$ cat config.mk
export PLATFORM = sky130hd
export DESIGN_NAME = capture_ctrl
export DESIGN_NICKNAME = d
export VERILOG_FILES = /design/src/rtl/capture_ctrl.sv
export SDC_FILE = /design/constraint.sdc
export NUM_CORES = 1
export LEC_CHECK = 0
export ABC_AREA = 1
export BUFFER_PORTS_ARGS = -buffer_cell sky130_fd_sc_hd__buf_4
export CAP_MARGIN = 30
export CORE_MARGIN = 10
export CORE_UTILIZATION = 30
export CTS_CLUSTER_SIZE = 25
export DETAILED_ROUTE_END_ITERATION = 16
export GPL_TIMING_DRIVEN = 0
export MAX_ROUTING_LAYER = met4
export PLACE_DENSITY = 0.52
export SLEW_MARGIN = 10
export SYNTH_ARGS = -nofsm -noshare
export SYNTH_HDL_FRONTEND = slang
export SYNTH_SLANG_ARGS = --single-unit
$ cat constraint.sdc
create_clock -name clka_i -period 2.2 [get_ports clka_i]
set_clock_uncertainty 0.05 [all_clocks]
set_input_delay 0.11 -clock clka_i [delete_from_list [all_inputs] [get_ports clka_i]]
set_output_delay 0.11 -clock clka_i [all_outputs]
set_load 0.02 [all_outputs]
$ cat src/rtl/capture_ctrl.sv
// Capture sequencer for a single-port sample buffer.
// Streams ADC samples into the buffer as a ring, arms after the pre-trigger fill, captures a
// post-trigger run, then reads the window back out oldest-first over the same port.
module capture_ctrl #(
    parameter int unsigned ADDR_W = 12,
    parameter int unsigned DATA_W = 8
) (
    input  logic              clka_i,
    input  logic              rst_n,
    input  logic              start_i,
    input  logic              abort_i,
    input  logic [ADDR_W-1:0] pre_len_i,
    input  logic [ADDR_W-1:0] post_len_i,
    input  logic [DATA_W-1:0] trig_level_i,
    input  logic              trig_edge_i,
    input  logic              force_trig_i,
    input  logic [DATA_W-1:0] adc_data_i,
    input  logic              adc_valid_i,
    input  logic              rd_next_i,
    output logic [DATA_W-1:0] rd_data_o,
    output logic              rd_valid_o,
    output logic              rd_last_o,
    output logic              busy_o,
    output logic              done_o,
    output logic [ADDR_W-1:0] trig_addr_o,
    output logic [ADDR_W-1:0] addra_o,
    output logic [DATA_W-1:0] dia_o,
    output logic              wea_o,
    input  logic [DATA_W-1:0] doa_i
);

    localparam logic [ADDR_W-1:0] AddrOne = {{(ADDR_W-1){1'b0}}, 1'b1};
    localparam logic [ADDR_W:0]   CntOne  = {{ADDR_W{1'b0}}, 1'b1};

    typedef enum logic [2:0] {
        StIdle,
        StFill,
        StArmed,
        StPost,
        StDone,
        StRead
    } state_e;

    state_e              state_q, state_d;
    logic [ADDR_W-1:0]   wr_ptr_q, wr_ptr_d;
    logic [ADDR_W-1:0]   fill_cnt_q, fill_cnt_d;
    logic [ADDR_W-1:0]   post_cnt_q, post_cnt_d;
    logic [ADDR_W-1:0]   pl_q, pl_d;
    logic [ADDR_W-1:0]   ql_q, ql_d;
    logic [ADDR_W:0]     win_q, win_d;
    logic [DATA_W-1:0]   prev_q, prev_d;
    logic                prev_ok_q, prev_ok_d;
    logic                force_seen_q, force_seen_d;
    logic [ADDR_W-1:0]   trig_addr_q, trig_addr_d;
    logic [ADDR_W-1:0]   rd_ptr_q, rd_ptr_d;
    logic [ADDR_W:0]     rd_cnt_q, rd_cnt_d;
    // Read pipeline: s1 = address on the port, s2 = doa valid this cycle.
    logic                s1_q, s1_d, s1_last_q, s1_last_d;
    logic                s2_q, s2_d, s2_last_q, s2_last_d;
    logic [DATA_W-1:0]   rd_data_q, rd_data_d;
    logic                rd_valid_q, rd_valid_d;
    logic                rd_last_q, rd_last_d;
    logic [ADDR_W-1:0]   addra_q, addra_d;
    logic [DATA_W-1:0]   dia_q, dia_d;
    logic                wea_q, wea_d;

    logic                begin_cap;
    logic                wr_sample;
    logic                fetch;
    logic [ADDR_W-1:0]   fetch_addr;
    logic [ADDR_W:0]     cnt_base;
    logic [ADDR_W-1:0]   ql_max;
    logic [ADDR_W-1:0]   ql_lat;
    logic                rise_hit;
    logic                fall_hit;
    logic                edge_hit;

    // Post length is clamped so the whole window fits in the ring without self-overwrite.
    assign ql_max = {ADDR_W{1'b1}} - pre_len_i;
    assign ql_lat = (post_len_i < ql_max) ? post_len_i : ql_max;

    assign rise_hit = prev_ok_q && (prev_q < trig_level_i) && (adc_data_i >= trig_level_i);
    assign fall_hit = prev_ok_q && (prev_q > trig_level_i) && (adc_data_i <= trig_level_i);
    assign edge_hit = trig_edge_i ? fall_hit : rise_hit;

    // Next-state, buffer-port and readout pipeline logic.
    always_comb begin
        state_d      = state_q;
        wr_ptr_d     = wr_ptr_q;
        fill_cnt_d   = fill_cnt_q;
        post_cnt_d   = post_cnt_q;
        pl_d         = pl_q;
        ql_d         = ql_q;
        win_d        = win_q;
        prev_d       = prev_q;
        prev_ok_d    = prev_ok_q;
        force_seen_d = force_seen_q;
        trig_addr_d  = trig_addr_q;
        rd_ptr_d     = rd_ptr_q;
        rd_cnt_d     = rd_cnt_q;
        s1_d         = 1'b0;
        s1_last_d    = 1'b0;
        s2_d         = s1_q;
        s2_last_d    = s1_last_q;
        rd_data_d    = rd_data_q;
        rd_valid_d   = 1'b0;
        rd_last_d    = 1'b0;
        addra_d      = addra_q;
        dia_d        = dia_q;
        wea_d        = 1'b0;
        begin_cap    = 1'b0;
        wr_sample    = 1'b0;
        fetch        = 1'b0;
        fetch_addr   = rd_ptr_q;
        cnt_base     = rd_cnt_q;

        if (s2_q) begin
            rd_data_d  = doa_i;
            rd_valid_d = 1'b1;
            rd_last_d  = s2_last_q;
        end

        unique case (state_q)
            StIdle: begin
                if (start_i) begin_cap = 1'b1;
            end
            StFill: begin
                if (adc_valid_i) begin
                    wr_sample  = 1'b1;
                    fill_cnt_d = fill_cnt_q + AddrOne;
                end
                if (fill_cnt_q == pl_q) state_d = StArmed;
            end
            StArmed: begin
                if (force_trig_i) force_seen_d = 1'b1;
                if (adc_valid_i) begin
                    wr_sample = 1'b1;
                    if (edge_hit || force_seen_q || force_trig_i) begin
                        trig_addr_d = wr_ptr_q;
                        post_cnt_d  = '0;
                        state_d     = StPost;
                    end
                end
            end
            StPost: begin
                // Leave one cycle after the last sample so its write lands while still in POST.
                if (post_cnt_q == ql_q) begin
                    state_d = StDone;
                end else if (adc_valid_i) begin
                    wr_sample  = 1'b1;
                    post_cnt_d = post_cnt_q + AddrOne;
                end
            end
            StDone: begin
                if (start_i) begin
                    begin_cap = 1'b1;
                end else if (rd_next_i) begin
                    state_d    = StRead;
                    fetch      = 1'b1;
                    fetch_addr = trig_addr_q - pl_q;
                    cnt_base   = '0;
                end
            end
            StRead: begin
                if (s2_q && s2_last_q) begin
                    state_d = StDone;
                end else if (rd_next_i && !s1_q && !s2_q && (rd_cnt_q != win_q)) begin
                    fetch = 1'b1;
                end
            end
            default: state_d = StIdle;
        endcase

        if (wr_sample) begin
            wea_d     = 1'b1;
            addra_d   = wr_ptr_q;
            dia_d     = adc_data_i;
            wr_ptr_d  = wr_ptr_q + AddrOne;
            prev_d    = adc_data_i;
            prev_ok_d = 1'b1;
        end

        if (fetch) begin
            addra_d   = fetch_addr;
            rd_ptr_d  = fetch_addr + AddrOne;
            rd_cnt_d  = cnt_base + CntOne;
            s1_d      = 1'b1;
            s1_last_d = ((cnt_base + CntOne) == win_q);
        end

        if (begin_cap) begin
            state_d      = StFill;
            wr_ptr_d     = '0;
            fill_cnt_d   = '0;
            prev_ok_d    = 1'b0;
            force_seen_d = 1'b0;
            pl_d         = pre_len_i;
            ql_d         = ql_lat;
            win_d        = {1'b0, pre_len_i} + {1'b0, ql_lat} + CntOne;
        end

        // Abort flushes any in-flight fetch so no stale rd_valid escapes.
        if (abort_i) begin
            state_d    = StIdle;
            wea_d      = 1'b0;
            s1_d       = 1'b0;
            s2_d       = 1'b0;
            rd_valid_d = 1'b0;
            rd_last_d  = 1'b0;
            rd_data_d  = rd_data_q;
        end
    end

    // State and registered outputs.
    always_ff @(posedge clka_i or negedge rst_n) begin
        if (!rst_n) begin
            state_q      <= StIdle;
            wr_ptr_q     <= '0;
            fill_cnt_q   <= '0;
            post_cnt_q   <= '0;
            pl_q         <= '0;
            ql_q         <= '0;
            win_q        <= '0;
            prev_q       <= '0;
            prev_ok_q    <= 1'b0;
            force_seen_q <= 1'b0;
            trig_addr_q  <= '0;
            rd_ptr_q     <= '0;
            rd_cnt_q     <= '0;
            s1_q         <= 1'b0;
            s1_last_q    <= 1'b0;
            s2_q         <= 1'b0;
            s2_last_q    <= 1'b0;
            rd_data_q    <= '0;
            rd_valid_q   <= 1'b0;
            rd_last_q    <= 1'b0;
            addra_q      <= '0;
            dia_q        <= '0;
            wea_q        <= 1'b0;
        end else begin
            state_q      <= state_d;
            wr_ptr_q     <= wr_ptr_d;
            fill_cnt_q   <= fill_cnt_d;
            post_cnt_q   <= post_cnt_d;
            pl_q         <= pl_d;
            ql_q         <= ql_d;
            win_q        <= win_d;
            prev_q       <= prev_d;
            prev_ok_q    <= prev_ok_d;
            force_seen_q <= force_seen_d;
            trig_addr_q  <= trig_addr_d;
            rd_ptr_q     <= rd_ptr_d;
            rd_cnt_q     <= rd_cnt_d;
            s1_q         <= s1_d;
            s1_last_q    <= s1_last_d;
            s2_q         <= s2_d;
            s2_last_q    <= s2_last_d;
            rd_data_q    <= rd_data_d;
            rd_valid_q   <= rd_valid_d;
            rd_last_q    <= rd_last_d;
            addra_q      <= addra_d;
            dia_q        <= dia_d;
            wea_q        <= wea_d;
        end
    end

    assign busy_o      = (state_q != StIdle) && (state_q != StDone);
    assign done_o      = (state_q == StDone) || (state_q == StRead);
    assign trig_addr_o = trig_addr_q;
    assign rd_data_o   = rd_data_q;
    assign rd_valid_o  = rd_valid_q;
    assign rd_last_o   = rd_last_q;
    assign addra_o     = addra_q;
    assign dia_o       = dia_q;
    assign wea_o       = wea_q;

endmodule

==> results of run 1 <==
[report_power, final]
group | switching, W | internal [W]
clock | 0.00137 | 0.00162
combinational | 0.00400 | 0.00278
sequential | 0.000727 | 0.00350
total | 0.00610 | 0.00790
[worst register-to-register path, delay by kind of cell, from the launching register on]
family	cells	cell delay, ns
AND/OR/NAND/NOR	9	0.88
AO/OA/AOI/OAI	1	0.09
flip-flops	1	0.43
adder cells (fa/ha/maj)	3	0.82
buffers and inverters	3	0.14
[synth_stat cells (5+ instances only)]
master      n  share of area
o21ai_1     5         0.0026
o21ai_0    93          0.049
o31ai_1     9         0.0071
clkbuf_1   17         0.0067
xnor2_1    25          0.023
nand2_1   375           0.15
nor2_1     96          0.038
xor2_1     25          0.023
o211ai_1    6         0.0047
buf_2       9         0.0047
nand3_1    73          0.038
nor2_2      8         0.0052
inv_1     157          0.062
nor3_1     28          0.015
nand4_1    21          0.014
dfrtp_1   150           0.39
ha_1       55          0.072
a21oi_1    58          0.030
[worst min-delay path by stage]
stage	to	slack [ns]	from	cells after the start
global placement	rd_data_o[6]	0.26	doa_i[6]	3
finish	s2_q	0.03	abort_i	2
detailed placement	post_cnt_q[7]	0.08	rst_n	1
floorplan	addra_o[0]	-0.24	rst_n	0
global route	ql_q[11]	0.02	pre_len_i[11]	4
CTS	ql_q[4]	0.006	pre_len_i[4]	4
[per-stage QoR]
step | hold slack, ns | setup slack (ns) | TNS, ns
detailed placement | 0.07942 | -0.9664 | -34.29
global route | 0.02446 | -0.4665 | -6.109
global placement | 0.2634 | -0.9642 | -33.20
floorplan | -0.2356 | -0.4111 | -2.809
finish | 0.02533 | -0.2703 | -2.840
CTS | 0.006056 | -0.3302 | -2.189
[per-layer routing]
metal  share of wire  global-route usage  wire [um]
met4           0.018             0.04578        587
met1            0.46              0.2171      14840
met2            0.49              0.2687      15660
met3           0.031             0.01994        993
met5               0                   -          0
[kinds of logic after synthesis]
kind of cell / Yosys count / share of synthesized area
adder cells (fa/ha/maj): 57 / 0.07610
buffers and inverters: 194 / 0.07963
AND/OR/NAND/NOR: 627 / 0.2836
flip-flops: 150 / 0.3923
XOR/XNOR: 50 / 0.04576
AO/OA/AOI/OAI: 206 / 0.1226
[layout by cell type (no fill, tap or decap), types with 21 or more instances in the layout]
| master | n |
|---|---|
| a21oi_1 | 28 |
| buf_4 | 144 |
| buf_6 | 23 |
| dfrtp_1 | 146 |
| dlygate4sd3_1 | 32 |
| ha_1 | 24 |
| ha_4 | 26 |
| inv_1 | 140 |
| nand2_1 | 338 |
| nand2_2 | 29 |
| nand3_1 | 61 |
| nand4_1 | 21 |
| nor2_1 | 78 |
| o21ai_0 | 56 |
| o21ai_1 | 25 |
| xnor2_1 | 23 |
[what timing repair did]
item,CTS,global route
gates cloned,2,2
hold buffers,32,0
pin swaps,73,64
buffers inserted,55,24
setup endpoints to repair,117,87
gates resized for setup,154,164
hold endpoints to repair,104,0
[cell type report]
class | count | area, um^2
Fill cell | 3177 | 17860
Multi-Input combinational cell | 940 | 6195
Sequential cell | 150 | 3759
Timing Repair Buffer | 202 | 1762
Inverter | 161 | 613.1
Tap cell | 402 | 503.0
Clock buffer | 17 | 425.4
Buffer | 33 | 280.3
Clock inverter | 15 | 162.7
==> results by group, run 1 <==
Floorplan
  • Die height: a little under 200 um
  • Rows: 65
  • Initial Utilization: 0.3033
  • DIE AREA: slightly below 40000 um^2
  • Die width: 198.6 um
  • Core area: 31560 um^2
  • Boundary Pins: a little over 100

Yosys
  • Post-synthesis sequential area ratio: 0.3923
  • Cell area after synthesis: 9569 um^2
  • Ys Warns: 0
  • Number of flops mapped to enable cells by yosys: 0
  • Cell count after synthesis: 1284
  • Yosys cell types: 54
  • Synthesized Nets: ~1400
  • Average cell area after synthesis: between 7 and 8 um^2
  • Synth Flop Type: dfrtp_1
  • Asr flop ratio synth: 1.000
  • Post-synthesis register bit count: 150

Route
  • WL per Instance: 16.71 um
  • Iteration-0 DRC Markers: about 580
  • Vias: 9321
  • Vias/cell: 4.855
  • DRC viols: 0
  • ANT nets after route: 0
  • Final wirelength: 32080 um
  • First-pass DRT Iterations: 5

Critical path
  • Crit path from: trig_addr_o[0]
  • Number of cells on the critical path: 16
  • CP Data Arrival Time: 2.80 ns
  • Max incr delay on CP: 0.52 ns
  • Largest delay share family, worst path: simple AND/OR/NAND/NOR gates
  • RR Endpoint: rd_ptr_q[8]
  • CP Cell Sequence: inv_2 > ha_4 > inv_4 > fa_2 > nand2_2 > o21ai_4 > ha_4 > inv_4 > nor2_4 > nand2_2 > nor2_4 > and3_4 > nand2_2 > nand2_1 > nand3_2 > nand2_1
  • CP Data Required Time: about 2.5 ns
  • R2r setup slk: -0.27 ns
  • Reg2Reg Launch Point: trig_addr_o[0]
  • Critical path capture point: rd_ptr_q[8]
  • Critical Path Start Type: flip-flop
  • Slowest CP cell: fa_2
  • Most frequent CP cell: nand2_2
  • Worst reg-to-reg path cell count: 16
  • Critical Setup Path Class: flip-flop to flip-flop
  • Crit-path max FO: 5
  • Critical path endpoint category: flip-flop
  • Worst Path Buf+Inv: 3

Power
  • Leak: 6.422 nW
  • Overall power consumption: around 0.014 W
  • PwrDens: 1022 nW/um^2
  • Peak VDD IR: 0.0004685 V

Clocking
  • Clock buffer depth: 2
  • H-tree Lvls: 4
  • Clk slew on worst S/H paths: approximately 0.080 ns
  • Clock sink count: 150
  • Clock latency on the worst-skew pair: 0.44 ns
  • CTS tree: yes
  • Total CTS buffers: 17
  • Clock root buffer: clkbuf_16

Timing
  • Final WS setup: -0.2703 ns
  • Unrepaired setup endpoints after global routing: true
  • FMAX: 404.8 MHz
  • Period utilization: 1.123
  • Minimum clock period after layout: 2.470 ns
  • # setup viols final: 18
  • Slew margin rel.: 0.4166
  • Final Hold Fails: 0
  • Slew Viols, Final: 0
  • Least-Margin Pin Slew: ~0.87 ns

Finish
  • Nets: 1618
  • Layout cell share with drive strength beyond 1: 0.2991
  • Final core occ: 0.4341
  • Regs by FF count: rd_cnt_q: 13 flops, win_q: 13 flops
  • Area grow syn2layout: 43.16%
  • Fin cells: 1920
  • Final instance area: 13700 um^2
  • Ant. Diodes: 0

Global route
  • Largest net degree at the start of global routing: 77
  • Vias in the first global route: 9028
  • Total track usage: 0.1668
  • First-pass GRT wire length: around 50000 um
  • Grt total ovfl: 0
  • Initial antenna violation count: 0

Placement
  • Final GP Congestion: slightly above 0.9
  • Placed cell areas: approximately 11000 um^2
  • # placed instances: between 1500 and 2000
  • Buffers added on ports: 99
  • Post-DP HPWL: approximately 24000 um

Run status
  • Violated checks: setup timing
  • Outcome: finished, violations left

Run
  • Max cap viols: 0

Worst hold path
  • Worst min-delay path class: input port to flip-flop
Power figures use the tool's default switching activity.
==> inputs of run 2 (changes only) <==
- ABC_AREA: 1 -> not set
- SETUP_SLACK_MARGIN: not set -> 0.4
==> run 2 against run 1 <==
Net effect: the run ends with hold timing, setup timing left; maximum frequency fell by 25%; count of clock-buffer cells in the layout unchanged; largest power group is now registers; clock power is essentially flat; highest routed layer unchanged; die area shrank 1.7%.
==> results by group, run 2 <==
Yosys
  • Asr flop ratio synth: 1.000 (unchanged)
  • Post-synthesis sequential area ratio: 0.3999 (was 0.3923)
  • Yosys cell types: 72 (was 54)
  • Synth Flop Type: dfrtp_1 (unchanged)
  • Average cell area after synthesis: 8.990 um^2 (was 7.453 um^2)
  • Share of the synthesized area in the top cell type: 0.3999 (was 0.3923)
  • Post-synthesis register bit count: 150 (unchanged)
  • Count leader, synth: dfrtp_1 (was nand2_1)
  • Top post-synthesis cells by count: 150 x dfrtp_1, 133 x nand2_1, 108 x nor2_1 (was 375 x nand2_1, 157 x inv_1, 150 x dfrtp_1)
  • Cell area after synthesis: 9385 um^2 (was 9569 um^2)
  • Synthesized Nets: 1157 (was 1397)
  • Number of flops mapped to enable cells by yosys: 0 (unchanged)
  • Cell count after synthesis: 1044 (was 1284)
  • Synth top area cells: dfrtp_1 40%, ha_1 7.3%, xnor2_1 5.4%, nand2_1 5.3%, nor2_1 4.3% (was dfrtp_1 39%, nand2_1 15%, ha_1 7.2%, inv_1 6.2%, o21ai_0 4.9%)
  • Ys Warns: 0 (unchanged)
  • Yosys top cell by area: dfrtp_1 (unchanged)

Critical path
  • Critical path endpoint category: flip-flop (unchanged)
  • Worst Path Buf+Inv: 2 (was 3)
  • RR Endpoint: s1_last_q (was rd_ptr_q[8])
  • CP Cell Sequence: buf_4 > ha_4 > a21oi_2 > nor2b_1 > o21ai_1 > a21oi_2 > a2111oi_4 > o21ai_2 > clkbuf_8 > nor2_4 > nor2_1 > ha_1 > nor2b_2 > o21ai_2 > a21boi_2 > o21ai_1 > nand2b_1 > a2111o_1 > a311oi_2 > o31ai_1 (was inv_2 > ha_4 > inv_4 > fa_2 > nand2_2 > o21ai_4 > ha_4 > inv_4 > nor2_4 > nand2_2 > nor2_4 > and3_4 > nand2_2 > nand2_1 > nand3_2 > nand2_1)
  • Reg2Reg Launch Point: state_q[0] (was trig_addr_o[0])
  • Largest delay share family, worst path: compound AO/OA/AOI/OAI gates (was simple AND/OR/NAND/NOR gates)
  • Worst reg-to-reg path cell count: 16 (unchanged)
  • R2r setup slk: -1.04 ns (was -0.27 ns)
  • CP Data Arrival Time: 3.53 ns (was 2.80 ns)
  • Slowest CP cell: a2111o_1 (was fa_2)
  • Critical Setup Path Class: input port to flip-flop (was flip-flop to flip-flop)
  • CP Data Required Time: 2.45 ns (was 2.53 ns)
  • Max incr delay on CP: 0.39 ns (was 0.52 ns)
  • Critical Path Start Type: input port (was flip-flop)
  • Crit-path max FO: 4 (was 5)
  • Crit path from: pre_len_i[5] (was trig_addr_o[0])

Floorplan
  • Rows: 64 (was 65)
  • Boundary Pins: 101 (unchanged)
  • Core area: 30750 um^2 (was 31560 um^2)
  • Die width: 196.9 um (was 198.6 um)
  • Initial Utilization: 0.3052 (was 0.3033)
  • DIE AREA: 38760 um^2 (was 39440 um^2)
  • Die height: 196.9 um (was 198.6 um)

Power
  • Switching share of power: 0.3270 (was 0.4358)
  • Switch Pwr: 0.002783 W (was 0.006098 W)
  • Part of the power in registers: 0.379 (was 0.302)
  • Clk pwr share: 0.354 (was 0.213)
  • Peak VDD IR: 0.0005284 V (was 0.0004685 V)
  • PwrDens: 585.8 nW/um^2 (was 1022 nW/um^2)
  • Combinational share of power: 0.267 (was 0.485)
  • Cell Int Power: 0.005726 W (was 0.007897 W)
  • Overall power consumption: 0.008508 W (was 0.01400 W)
  • Leak: 6.582 nW (was 6.422 nW)

Global route
  • Initial antenna violation count: 0 (unchanged)
  • Vias in the first global route: 8727 (was 9028)
  • First-pass GRT wire length: 49680 um (was 50120 um)
  • Largest net degree at the start of global routing: 88 (was 77)
  • Grt total ovfl: 0 (unchanged)
  • Total track usage: 0.1674 (was 0.1668)

Timing
  • Minimum clock period after layout: 3.281 ns (was 2.470 ns)
  • Final WS setup: -1.081 ns (was -0.2703 ns)
  • Least-Margin Pin Slew: 0.6738 ns (was 0.8719 ns)
  • WHS: -0.007470 ns (was 0.02533 ns)
  • # setup viols final: 76 (was 18)
  • Slew Viols, Final: 0 (unchanged)
  • Period utilization: 1.492 (was 1.123)
  • Slew margin rel.: 0.5461 (was 0.4166)
  • Unrepaired setup endpoints after global routing: true (unchanged)
  • FMAX: 304.7 MHz (was 404.8 MHz)
  • Final Hold Fails: 1 (was 0)

Route
  • Final wirelength: 32370 um (was 32080 um)
  • Iteration-0 DRC Markers: 402 (was 576)
  • Metal3 WL: 1239 um (was 993 um)
  • ANT nets after route: 0 (unchanged)
  • WL per Instance: 18.82 um (was 16.71 um)
  • First-pass DRT Iterations: 4 (was 5)
  • Vias: 8750 (was 9321)
  • DRC viols: 0 (unchanged)
  • Vias/cell: 5.087 (was 4.855)
  • Met1 Routed Length: 14720 um (was 14840 um)
  • Top Metal Used: met4 (unchanged)
  • Metal2 WL: 15670 um (was 15660 um)

Clocking
  • Clk slew on worst S/H paths: 0.07 ns (was 0.08 ns)
  • CTS tree: yes (unchanged)
  • Clock sink count: 150 (unchanged)
  • Hold_buf cts: 33 (was 32)
  • Clock root buffer: clkbuf_16 (unchanged)
  • Total CTS buffers: 17 (unchanged)
  • Clock buffer depth: 2 (unchanged)
  • H-tree Lvls: 4 (unchanged)
  • Clock latency on the worst-skew pair: 0.43 ns (was 0.44 ns)

Worst hold path
  • Hold EP: ql_q[5] (was s2_q)
  • HP Start: post_len_i[5] (was abort_i)
  • Hold Path Depth: 3 (was 2)
  • Worst min-delay path class: input port to flip-flop (unchanged)

Run status
  • Violated checks: hold timing, setup timing (was setup timing)
  • Outcome: finished, violations left (unchanged)

Finish
  • Fin cells: 1720 (was 1920)
  • Filler Cells Inserted: 2918 (was 3177)
  • Ant. Diodes: 0 (unchanged)
  • Regs by FF count: rd_cnt_q: 13 flops, win_q: 13 flops (unchanged)
  • Nets: 1424 (was 1618)
  • Most common cell after layout, fill and taps aside: buf_4 (was nand2_1)
  • Area grow syn2layout: 54.75% (was 43.16%)
  • Layout cell share with drive strength beyond 1: 0.4079 (was 0.2991)
  • Final core occ: 0.4723 (was 0.4341)
  • Most frequent cells in the layout: 157 x buf_4, 132 x dfrtp_1, 99 x nand2_1, 89 x nor2_1, 49 x xnor2_1 (was 338 x nand2_1, 146 x dfrtp_1, 144 x buf_4, 140 x inv_1, 78 x nor2_1)
  • Final instance area: 14520 um^2 (was 13700 um^2)

Run
  • Max cap viols: 0 (unchanged)

Placement
  • Final GP Congestion: 0.9047 (was 0.9095)
  • Placed cell areas: 11220 um^2 (was 11030 um^2)
  • Post-DP HPWL: 22120 um (was 23530 um)
  • Buffers added on ports: 100 (was 99)
  • # placed instances: 1541 (was 1786)
  • Pre-CTS setup slack: -1.982 ns (was -0.9664 ns)
run 2: cell types whose count changed after synthesis, moves of 11 or more:
cell,delta
and3_1,+11
nand3_1,-57
nor2_1,+12
or3_1,+15
nor2b_1,+15
xor2_1,+19
and2_1,+20
mux2_2,+17
clkbuf_1,+14
nand2_1,-242
xnor2_1,+33
o21ai_0,-25
inv_1,-117
run 2: cell families (layout without fill, tap and decap cells):
group,count (synthesis),count (layout),share of synthesized area
mux,27,27,0.03106
xor+xnor,102,102,0.09519
compound gates,222,222,0.1506
simple gates,407,407,0.2118
flops,150,150,0.3999
fa+ha+maj,57,57,0.07759
buf+inv,79,359,0.03373
run 2: metrics by stage:
stage	hold slack [ns]	TNS [ns]
3_3_place_gp	0.2833	-52.88
3_5_place_dp	0.06097	-51.54
6_report	-0.007470	-24.95
5_1_grt	-0.002603	-31.77
4_1_cts	-0.02501	-25.55
2_1_floorplan	-0.2356	-13.42
run 2: what timing repair did:
action | 4_1_cts | 5_1_grt
cloned | 4 | 1
setup endpoints to repair | 125 | 133
pin swaps | 95 | 76
endpoints found under the hold margin | 102 | 1
buffers inserted | 90 | 19
resized for setup | 224 | 125
run 2: layer usage:
metal | track usage | vias up
met2 | 0.2719 | 177
met4 | 0.05070 | 0
met3 | 0.02675 | 39
li1 | - | 4228
met1 | 0.2106 | 4306
met5 | - | -
run 2: final cells by class:
class | instances | area [um^2] | area share
plain buffers | 39 | 514.2 | 0.03541
clock buffers | 17 | 425.4 | 0.02929
well taps | 396 | 495.5 | 0.03411
repair buffers | 248 | 2315 | 0.1594
clock inverters | 15 | 161.4 | 0.01111
inverters | 40 | 153.9 | 0.01060
flip-flops and latches | 150 | 3776 | 0.2600
multi-input cells | 815 | 6683 | 0.4601
run 2: power by group through the flow:
stage	Sequential, W	Combinational (W)	Clock [W]
floorplan	0.00326	0.00105	0
global placement	0.00327	0.00164	0
detailed placement	0.00327	0.00167	0
CTS	0.00322	0.00211	0.00308
global route	0.00326	0.00248	0.00318
finish	0.00323	0.00227	0.00301
run 2: tightest hold or removal path, stage by stage:
cell     delay (ns)
buf_4          0.13
nor2_4         0.11
o31ai_1        0.08
run 2: how the worst max path moves through the flow:
stage | endpoint | slack [ns] | cells after the start
3_5_place_dp | win_q[10] | -1.98 | 20
3_3_place_gp | win_q[10] | -2.00 | 20
5_1_grt | win_q[10] | -1.28 | 20
6_report | win_q[10] | -1.08 | 20
2_1_floorplan | win_q[10] | -1.09 | 18
4_1_cts | win_q[10] | -1.28 | 20
